--- src/rtl/rv32i_timer_pkg.sv ---
// rtl/rv32i_timer_pkg.sv - shared constants, types and helpers for the RV32I machine timer
package rv32i_timer_pkg;

  localparam logic [2:0] OFF_MTIME_LO    = 3'd0;
  localparam logic [2:0] OFF_MTIME_HI    = 3'd1;
  localparam logic [2:0] OFF_MTIMECMP_LO = 3'd2;
  localparam logic [2:0] OFF_MTIMECMP_HI = 3'd3;
  localparam logic [2:0] OFF_CTRL        = 3'd4;

  localparam int CTRL_EN_BIT  = 0;
  localparam int CTRL_DIV_LSB = 8;
  localparam int CTRL_DIV_W   = 8;

  typedef enum logic {
    ST_IDLE = 1'b0,
    ST_RESP = 1'b1
  } bus_state_e;

  function automatic logic [31:0] be_merge(input logic [31:0] old_val,
                                           input logic [31:0] new_val,
                                           input logic [3:0]  be);
    logic [31:0] r;
    r = old_val;
    for (int i = 0; i < 4; i++) begin
      if (be[i]) r[8*i +: 8] = new_val[8*i +: 8];
    end
    return r;
  endfunction

endpackage

--- src/rtl/rv32i_timer_prescaler.sv ---
// rtl/rv32i_timer_prescaler.sv - divide-by-(DIV+1) tick generator for mtime
module rv32i_timer_prescaler
  import rv32i_timer_pkg::*;
(
  input  logic                  clk,
  input  logic                  reset_n,
  input  logic                  en,
  input  logic [CTRL_DIV_W-1:0] div,
  input  logic                  div_wr,
  output logic                  tick
);

  logic [CTRL_DIV_W-1:0] count_q, count_d;

  assign tick = en & (count_q == div);

  always_comb begin
    count_d = count_q + 1'b1;
    if (!en || div_wr || tick) count_d = '0;
  end

  always_ff @(posedge clk or negedge reset_n) begin
    if (!reset_n) count_q <= '0;
    else          count_q <= count_d;
  end

endmodule

--- src/rtl/rv32i_timer.sv ---
// rtl/rv32i_timer.sv - memory-mapped 64-bit machine timer with compare interrupt and one-wait-state reads
module rv32i_timer
  import rv32i_timer_pkg::*;
#(
  parameter logic [31:0] RV32I_TIMER_BASE      = 32'hF000_0000,
  parameter logic [7:0]  RV32I_TIMER_DIV_RESET = 8'd0
) (
  input  logic        clk,
  input  logic        reset_n,
  input  logic [31:0] address,
  input  logic        write,
  input  logic [31:0] writedata,
  input  logic [3:0]  byteenable,
  input  logic        read,
  output logic [31:0] readdata,
  output logic        waitrequest,
  output logic        irq
);

  bus_state_e            state_q, state_d;
  logic [63:0]           mtime_q, mtime_d;
  logic [63:0]           mtimecmp_q, mtimecmp_d;
  logic                  en_q, en_d;
  logic [CTRL_DIV_W-1:0] div_q, div_d;
  logic [31:0]           shadow_q, shadow_d;
  logic [31:0]           readdata_q, readdata_d;
  logic                  irq_q, irq_d;

  logic        sel, wr_en, rd_req, div_wr, tick;
  logic [2:0]  offset;
  logic [31:0] rd_val;
  logic        addr_unused;

  assign addr_unused = ^address[1:0];
  assign sel    = (address[31:5] == RV32I_TIMER_BASE[31:5]);
  assign offset = address[4:2];
  assign wr_en  = write & sel;
  assign rd_req = read & sel & ~write & (state_q == ST_IDLE);
  assign div_wr = wr_en & (offset == OFF_CTRL) & byteenable[1];

  rv32i_timer_prescaler u_prescaler (
    .clk     (clk),
    .reset_n (reset_n),
    .en      (en_q),
    .div     (div_q),
    .div_wr  (div_wr),
    .tick    (tick)
  );

  // A write to either mtime half replaces the tick increment for the whole counter.
  always_comb begin
    mtime_d    = tick ? mtime_q + 64'd1 : mtime_q;
    mtimecmp_d = mtimecmp_q;
    en_d       = en_q;
    div_d      = div_q;
    if (wr_en) begin
      case (offset)
        OFF_MTIME_LO:    mtime_d = {mtime_q[63:32], be_merge(mtime_q[31:0], writedata, byteenable)};
        OFF_MTIME_HI:    mtime_d = {be_merge(mtime_q[63:32], writedata, byteenable), mtime_q[31:0]};
        OFF_MTIMECMP_LO: mtimecmp_d = {mtimecmp_q[63:32], be_merge(mtimecmp_q[31:0], writedata, byteenable)};
        OFF_MTIMECMP_HI: mtimecmp_d = {be_merge(mtimecmp_q[63:32], writedata, byteenable), mtimecmp_q[31:0]};
        OFF_CTRL: begin
          if (byteenable[0]) en_d  = writedata[CTRL_EN_BIT];
          if (byteenable[1]) div_d = writedata[CTRL_DIV_LSB +: CTRL_DIV_W];
        end
        default: ;
      endcase
    end
  end

  always_comb begin
    rd_val = '0;
    case (offset)
      OFF_MTIME_LO:    rd_val = mtime_q[31:0];
      OFF_MTIME_HI:    rd_val = shadow_q;
      OFF_MTIMECMP_LO: rd_val = mtimecmp_q[31:0];
      OFF_MTIMECMP_HI: rd_val = mtimecmp_q[63:32];
      OFF_CTRL:        rd_val = {16'h0, div_q, 7'h0, en_q};
      default:         rd_val = '0;
    endcase
  end

  // readdata_q is only non-zero while in RESP, so it can drive the bus directly.
  always_comb begin
    state_d    = state_q;
    readdata_d = '0;
    shadow_d   = shadow_q;
    case (state_q)
      ST_IDLE: begin
        if (rd_req) begin
          state_d    = ST_RESP;
          readdata_d = rd_val;
          if (offset == OFF_MTIME_LO) shadow_d = mtime_q[63:32];
        end
      end
      ST_RESP: state_d = ST_IDLE;
      default: state_d = ST_IDLE;
    endcase
  end

  assign irq_d = en_q & (mtime_q >= mtimecmp_q);

  always_ff @(posedge clk or negedge reset_n) begin
    if (!reset_n) begin
      state_q    <= ST_IDLE;
      mtime_q    <= '0;
      mtimecmp_q <= '1;
      en_q       <= 1'b0;
      div_q      <= RV32I_TIMER_DIV_RESET;
      shadow_q   <= '0;
      readdata_q <= '0;
      irq_q      <= 1'b0;
    end else begin
      state_q    <= state_d;
      mtime_q    <= mtime_d;
      mtimecmp_q <= mtimecmp_d;
      en_q       <= en_d;
      div_q      <= div_d;
      shadow_q   <= shadow_d;
      readdata_q <= readdata_d;
      irq_q      <= irq_d;
    end
  end

  assign readdata    = readdata_q;
  assign waitrequest = rd_req & reset_n;
  assign irq         = irq_q;

endmodule

--- config.mk ---
export PLATFORM = sky130hd
export DESIGN_NAME = rv32i_timer
export DESIGN_NICKNAME = d
export VERILOG_FILES = /design/src/rtl/rv32i_timer_pkg.sv /design/src/rtl/rv32i_timer_prescaler.sv /design/src/rtl/rv32i_timer.sv
export SDC_FILE = /design/constraint.sdc
export NUM_CORES = 1
export LEC_CHECK = 0
export BUFFER_PORTS_ARGS = -buffer_cell sky130_fd_sc_hd__buf_4
export CORE_ASPECT_RATIO = 1.1
export CORE_MARGIN = 2
export CORE_UTILIZATION = 55
export DETAILED_ROUTE_END_ITERATION = 12
export PLACE_DENSITY = 0.7
export SLEW_MARGIN = 0
export SYNTH_ARGS = -nofsm -noshare
export SYNTH_HDL_FRONTEND = slang
export SYNTH_HIERARCHICAL = 1
export SYNTH_SLANG_ARGS = --single-unit
--- constraint.sdc ---
create_clock -name clk -period 5.95 [get_ports clk]
set_input_delay 0.8925 -clock clk [delete_from_list [all_inputs] [get_ports clk]]
set_output_delay 0.8925 -clock clk [all_outputs]
set_load 0.02 [all_outputs]
**Yosys cells after proc, flatten, opt, wreduce, memory -nomap -nowiden**

Index checks and enable logic that the tools add are counted.

- Register bits after elaboration: 211
- Bits in latches: 0
- RAM bits: 0
- Memory bits (read-only): 0
- Bits of input ports: 72
- Output and inout port bits: 34
- Word-level logic and storage cells: 92
- Memories: 0

- Add/subtract/negate cells: 2
- Multiply operators: 0
- Divide/modulo/power cells: 0
- Magnitude comparators: 1
- Equal/unequal tests: 16
- Shifts and indexed selects: 0
- Multiplexer cells: 14
- Bitwise operators: 13
- Reduce and logical (&&, ||, !) cells: 23

Operators by type and width:

| cell | count |
|---|---|
| 64-bit case mux with 2 select lines | 2 |
| 32-bit case mux with 5 select lines | 1 |
| 64-bit two-way mux | 2 |
| 64-bit by 1-bit adder with 64-bit output (second input constant) | 1 |
| 64-bit >= comparator | 1 |
| 32-bit two-way mux | 2 |
| 8-bit two-way mux | 5 |
| 4-bit AND reduction | 8 |
| 27-bit equality test (second input constant) | 1 |
| 3-bit inequality test (second input constant) | 8 |
| 2-bit AND reduction | 8 |
| 1-bit bitwise AND | 9 |
| 3-bit AND reduction | 3 |
| 8-bit by 1-bit adder with 8-bit output (second input constant) | 1 |
| 8-bit equality test | 1 |
| 3-bit by 2-bit equality test with 1-bit output (second input constant) | 2 |
| 2-bit inequality test (second input constant) | 2 |
| 1-bit inverter | 4 |
| 3-bit by 1-bit equality test with 1-bit output (second input constant) | 1 |
| 3-bit equality test (second input constant) | 1 |
| 3-bit logical NOT | 1 |
| 1-bit logical OR | 2 |
| 1-bit case mux with 2 select lines | 1 |
| 1-bit logical NOT | 1 |
| 1-bit two-way mux | 1 |

**Longest topological paths before layout**

Gate-level depths: netlist of run 1.

- Depth after elaboration: 7
- Mapped depth: 11
- Depth with buffers taken out: 10

**By module**

Netlist of run 1, hierarchy kept.

By module, submodules not included:

| module | times used | cells an instance | area an instance (µm²) | seq. area each (µm²) |
|---|---|---|---|---|
| rv32i_timer | 1 | 1277 | 11975.2 | 5159.9 |
| rv32i_timer_prescaler | 1 | 46 | 471.7 | 200.2 |

**Least setup slack after synthesis of run 1**

OpenSTA, ideal clock, no wires.

- Path kind: input to output
- From: input port address[17]
- To: output port waitrequest
- Arrival: 2.162 ns
- Data required time: 5.058 ns
- Slack: 2.896 ns
- Cell stages on the path: 6
- Path buffers: 1
- Path through: nor4_1 -> and4_1 -> clkbuf_1 -> nand2_1 -> nor2_1 -> and2_1

- Longest elaborated chain between the ends: 5

RTL lines:

| element | line | RTL |
|---|---|---|
| start: declaration | rv32i_timer.sv:10 | `input logic [31:0] address,` |
| 27-bit equality test | rv32i_timer.sv:35 | `assign sel = (address[31:5] == RV32I_TIMER_BASE[31:5]);` |
| 1-bit bitwise AND (3 in series) | rv32i_timer.sv:38 | `assign rd_req = read & sel & ~write & (state_q == ST_IDLE);` |
| 1-bit bitwise AND | rv32i_timer.sv:126 | `assign waitrequest = rd_req & reset_n;` |
| end: declaration | rv32i_timer.sv:16 | `output logic waitrequest,` |

Every way passes these cells.

**Final worst setup path of run 1**

- From: register u_prescaler.count_q[2]
- To: register mtime_q[49]

- Longest elaborated chain between the ends: 5

RTL lines:

| element | line | RTL |
|---|---|---|
| start: declaration | rv32i_timer_prescaler.sv:13 | `logic [CTRL_DIV_W-1:0] count_q, count_d;` |
| start signal: assignment | rv32i_timer_prescaler.sv:24 | `else count_q <= count_d;` |
| 8-bit equality test (*) | rv32i_timer_prescaler.sv:15 | `assign tick = en & (count_q == div);` |
| 1-bit bitwise AND (*) | rv32i_timer_prescaler.sv:15 |  |
| named net tick | rv32i_timer.sv:29 | `logic sel, wr_en, rd_req, div_wr, tick;` |
| 64-bit two-way mux (*) | rv32i_timer.sv:52 | `mtime_d = tick ? mtime_q + 64'd1 : mtime_q;` |
| 64-bit case mux with 2 select lines | rv32i_timer.sv:57 | `case (offset)` |
| 64-bit two-way mux (*) | rv32i_timer.sv:56 | `if (wr_en) begin` |
| end signal: assignment | rv32i_timer.sv:115 | `mtime_q <= mtime_d;` |
| end: declaration | rv32i_timer.sv:21 | `logic [63:0] mtime_q, mtime_d;` |

The timed path passes the listed nets; every way through them passes the cells marked *.
A chain may end at the register's enable or synchronous reset.

==> results of run 1 <==
per-layer routing:
metal,vias to the layer above,global-route usage [%]
met4,0,10.71
met1,5423,44.67
li1,5012,-
met3,98,4.466
met5,-,0
met2,549,52.57
how the worst max path moves through the flow:
stage | start | end
5_1_grt | u_prescaler/count_q[2] | mtime_q[49]
3_3_place_gp | address[25] | mtime_q[19]
3_5_place_dp | address[25] | mtime_q[19]
2_1_floorplan | address[17] | waitrequest
6_report | u_prescaler/count_q[2] | mtime_q[49]
4_1_cts | u_prescaler/count_q[2] | mtime_q[49]
kinds of logic (layout without fill, tap and decap cells):
family / Yosys count / in the layout
xor gates and xnor gates: 30 / 30
buffers and inverters: 161 / 254
muxes: 81 / 81
and+or+nand+nor: 416 / 416
AOI/OAI and AO/OA: 358 / 358
DFF: 211 / 211
adders and majority gates: 66 / 66
layout make-up:
class	count	area [um^2]	share of cell area [%]
clock buffer	34	729.5	5.093
clock inverter	10	152.6	1.066
inverter	90	337.8	2.358
multi-input combinational	951	6466	45.14
sequential	211	5360	37.42
tap	295	369.1	2.577
timing repair buffer	120	908.4	6.342
cells in the mapped netlist, drive strengths merged (3+ instances only):
library cell	count
a211oi	7
a21o	10
a21oi	76
a221oi	9
a22oi	49
a311oi	3
a31oi	18
a32oi	19
a41oi	3
and2	11
and3	20
and4	14
and4b	3
buf	20
clkbuf	51
dfrtp	147
dfstp	64
ha	66
inv	90
mux2	72
mux2i	9
nand2	140
nand2b	4
nand3	50
nand4	35
nor2	69
nor2b	3
nor3	25
nor3b	3
nor4	18
o211ai	11
o21a	4
o21ai	111
o22ai	16
o311ai	3
o41ai	3
or2	3
or3	6
or4	7
xnor2	15
xor2	15
through the flow:
step / std cells / hold WS, ns / utilization, %
finish: 1711 / 0.2818 / 64.58
global route: 1711 / 0.2985 / 64.58
CTS: 1711 / 0.2990 / 64.58
detailed placement: 1667 / 0.4786 / 60.60
global placement: 1667 / 0.4711 / 60.60
floorplan: 1323 / 0.4611 / -
power groups by stage:
stage          clock network (mW)  logic, mW  registers [mW]
2_1_floorplan                   0     0.0396            1.46
3_3_place_gp                    0      0.142            1.46
3_5_place_dp                    0      0.143            1.46
4_1_cts                      1.66      0.144            1.44
5_1_grt                      1.72      0.155            1.44
6_report                     1.65      0.144            1.44
registers in the layout (all words and copies together) (netlist names):
register             flops
mtimecmp_q              64
state_q                  1
readdata                32
irq                      1
u_prescaler/count_q      8
en_q                     1
mtime_q                 64
div_q                    8
shadow_q                32
==> flow_summary.toml, run 1 <==
[logic_synthesis]
yosys.area.top_type = "dfrtp_1"
synth_flop_cell = "dfrtp_1"
synth_fa_ha_area_share_pct = 6.634
synth_area_mm2 = 0.01245
synth_xor_area_share_pct = 2.171
syn_avg_cell_area_um2 = 9.408
synth_compound_area_share_pct = 18.28
syn-instance-count = 1323
syn-num-nets = 1461
synth_enable_flop_cells = 0
synth_top_area_share_pct = 29.55
synthSimpleGateAreaFrac_pct = 17.31
seq_area_frac_synth_pct = 43.06
synth.area.top_cells = "dfrtp_1 (30%), dfstp_2 (14%), ha_1 (6.6%), mux2_2 (6.5%), o21ai_0 (4.4%)"
ys_types = 73
synth-seq-cells = 211
synth_top_family_by_area = "compound AO/OA/AOI/OAI gates"
synthMuxAreaShare_pct = 7.238
async_flop_share_pct = 100.0
yosys_warnings = 6

[min_path]
hold_class = "primary input to asynchronous set/reset pin"

[detailed_routing]
wl_met1_um = 15790
first_pass_iters = 6
drc_errors = 0
wl_met2_um = 17900
drt_iter0_markers = 1155
wire_per_inst_um = 22.32
met3_length_um = 3291
vias = 11080
wirelength_um = 38190
avgViaCountPerCell = 6.477
dr.max_layer_used = "met4"
antenna_left = 0

[placement]
place_hpwl_um = 26210
preCtsSetupSlack_ns = 2.049
place_area_mm2 = 0.01344
gp_congestion = 0.9098
io_buffers = 103

[pwr]
p_int_mw = 2.506
p_total_mw = 3.226
leakagePower_nw = 5.832
seqPwrFrac_pct = 44.5
p_clk_share_pct = 51.0
combPwrFrac_pct = 4.5
peakVddDrop_mv = 0.2480
p_sw_uw = 720.3
swShare_pct = 22.33
power_density_mw_per_mm2 = 225.2

[floorplan]
core_mm2 = 0.02218
die_area_mm2 = 0.02385
num_rows = 57
die_y_um = 161.8
dieWidth_um = 147.4
initial_core_util_pct = 56.12
ios = 106

[worst_setup_path]
start_kind = "register"
cpPeakStageDelay_ns = 0.74
cp_max_fo = 13
end_kind = "register"
slowest_stage = "nor4_4"
reg2reg_depth = 10
critPathKind = "register to register"
cp.depth = 10
reg2reg_slack_ns = 1.91
crit-reg2reg-capture = "mtime_q[49]"
timing.rr.start = "u_prescaler/count_q[2]"
crit_family = "simple AND/OR/NAND/NOR gates"
path_buf_inv = 0
worstPathRequired_ns = 6.41
worstPathArrival_ns = 4.51
cp_cell_sequence = "xnor2_1 -> nand2_1 -> nor4_1 -> and2_1 -> and4_1 -> nand4_1 -> nor4_4 -> nand2_1 -> or4_1 -> nand4_1"

[final_layout]
drive_gt1_share_pct = 22.95
diodes = 0
area_growth_pct = 15.08
layout_commonest_cell = "dfrtp_1"
fin_area_mm2 = 0.01432
finish.net_count = 1536
final_cell_mix = "dfrtp_1 (147), nand2_1 (140), buf_4 (119)"
fillers = 1801

[global_route]
grt_overflow = 0
antenna_found_initial = 0
grt_pass1_vias = 10940
grt_pass1_wl_um = 60730
grt_usage_pct = 32.23
grt_max_degree = 85

[sta]
slew_headroom_pct = 19.35
clock_skew_ns = 0.01229
worst_pin_slew_ns = 1.208
setup_ws_ns = 1.906
tns_ns = 0
max_freq_mhz = 247.3
slew_violations = 0
setup_viol = 0
post-route-min-period_ns = 4.044
rsz0062_at_grt = "no"
period_share_pct = 67.97
hold_violations = 0

[clocking]
ctsResizeCount = 0
clk_pin_slew_ns = 0.06
postCtsSetupBuffers = 0
cts_root_buf = "clkbuf_16"
ctsHtreeMaxLevel = 1
clock_latency_ns = 0.53
cts_max_path_buffers = 3
cts_hold_buffers = 0
cts_tree = "yes"
cts_buffers = 24
cts_sinks = 211

[status]
status = "completed"

[job]
drv_cap = 0
Power figures use the tool's default switching activity.
==> run 2, diff against run 1 <==
--- a/config.mk
+++ b/config.mk
@@ -10,7 +10,7 @@
 export CORE_MARGIN = 2
 export CORE_UTILIZATION = 55
 export DETAILED_ROUTE_END_ITERATION = 12
-export PLACE_DENSITY = 0.7
+export PLACE_DENSITY = 0.73
 export SLEW_MARGIN = 0
 export SYNTH_ARGS = -nofsm -noshare
 export SYNTH_HDL_FRONTEND = slang
==> constraint.sdc (replaced) <==
create_clock -name clk -period 3.35 [get_ports clk]
set_input_delay 0.5025 -clock clk [delete_from_list [all_inputs] [get_ports clk]]
set_output_delay 0.5025 -clock clk [all_outputs]
set_load 0.02 [all_outputs]
==> flow_summary.toml, run 2 (synthesis gave the netlist of run 1 again) <==
[clocking]
cts_sinks = 211
cts_tree = "yes"
clk_pin_slew_ns = 0.06
postCtsSetupBuffers = 0
cts_root_buf = "clkbuf_16"
cts_buffers = 24
clock_latency_ns = 0.53
cts_max_path_buffers = 3
ctsHtreeMaxLevel = 1

[final_layout]
area_growth_pct = 16.69
finish.net_count = 1567
drive_gt1_share_pct = 24.48
final_cell_mix = "dfrtp_1 (147), buf_4 (147), nand2_1 (140)"
reg_top3 = "mtime_q: 64 flops, mtimecmp_q: 64 flops"
diodes = 0

[detailed_routing]
first_pass_iters = 7
wire_per_inst_um = 22.21
antenna_left = 0
drc_errors = 0
avgViaCountPerCell = 6.449
wirelength_um = 38670
vias = 11230
drt_iter0_markers = 1072

[floorplan]
num_rows = 57
dieWidth_um = 147.4
die_area_mm2 = 0.02385
core_mm2 = 0.02218
die_y_um = 161.8
ios = 106
initial_core_util_pct = 56.12

[global_route]
grt_max_degree = 110
antenna_found_initial = 0
grt_pass1_vias = 10910
grt_overflow = 0
grt_pass1_wl_um = 60500
grt_usage_pct = 32.29

[sta]
slew_violations = 0
period_share_pct = 95.76
worst_pin_slew_ns = 0.8145
tns_ns = 0
slew_headroom_pct = 45.70
rsz0062_at_grt = "no"
hold_violations = 0
post-route-min-period_ns = 3.208
hold_slack_ns = 0.1922
setup_viol = 0
max_freq_mhz = 311.7
clock_skew_ns = 0.01109

[worst_setup_path]
path_buf_inv = 2
cp_max_fo = 5
start_kind = "register"
cpPeakStageDelay_ns = 0.55
slowest_stage = "nor4_1"
critPathKind = "register to register"
worstPathRequired_ns = 3.80
crit_family = "simple AND/OR/NAND/NOR gates"
end_kind = "register"
cp_cell_sequence = "xnor2_2 -> nand2_1 -> nor4_2 -> buf_4 -> and2_1 -> nand4_1 -> nor4_1 -> buf_4 -> and3_1 -> and3_1 -> a32oi_1 -> o21ai_0"
worstPathArrival_ns = 3.66

[pwr]
leakagePower_nw = 5.960
peakVddDrop_mv = 0.3757
p_total_mw = 5.490
power_density_mw_per_mm2 = 378.0

[min_path]
hold_class = "primary input to register"

[job]
drv_cap = 0

[placement]
place_hpwl_um = 26890
io_buffers = 103
gp_congestion = 0.9145

[status]
status = "completed"
run 2: through the flow:
stage	util [%]	instance area [um^2]	setup WS [ns]	std cells
finish	65.48	14520	0.1420	1741
global route	65.48	14520	0.008920	1741
CTS	65.36	14500	0.1214	1741
detailed placement	61.73	13690	0.1927	1697
global placement	61.73	13690	0.2116	1697
floorplan	-	12450	0.5269	1323
run 2: what timing repair did:
action,in CTS,in global routing
hold buffers,1,0
endpoints found under the hold margin,32,0
endpoints found under the setup margin,0,24
gates resized for setup,0,6
run 2: where the power goes:
part	leakage, nW	switching [mW]	internal [mW]
clock network	0.393	1.07	1.61
logic	3.03	0.179	0.0836
registers	2.54	0.000000160	2.55
total	5.96	1.25	4.24
run 2: metal layers:
layer  track usage [%]  part of all wire, %  wire length [um]
met1             44.41                   42             16070
met2             51.19                   46             17800
met3             4.747                  8.6              3314
met4             14.20                  3.9              1491
met5                 0                    0                 0
run 2: area by class of cell:
cell class	instances	area, um^2
multi-input cells	951	6492
repair buffers	151	1169
inverters	90	337.8
fillers	1798	7656
clock inverters	7	88.84
well taps	295	369.1
flip-flops and latches	211	5360
clock buffers	36	706.9
run 2: worst paths after layout:
path / end / slack [ns] / cells past startpoint / start
min in group asynchronous: u_prescaler/count_q[6] / 0.48 / 2 / reset_n
max: mtime_q[20] / 0.14 / 12 / div_q[7]
max reg2reg: mtime_q[20] / 0.14 / 12 / div_q[7]
min: mtime_q[2] / 0.19 / 2 / writedata[2]
max in group asynchronous: mtime_q[52] / 1.81 / 3 / reset_n
min reg2reg: mtimecmp_q[14] / 0.49 / 2 / mtimecmp_q[14]
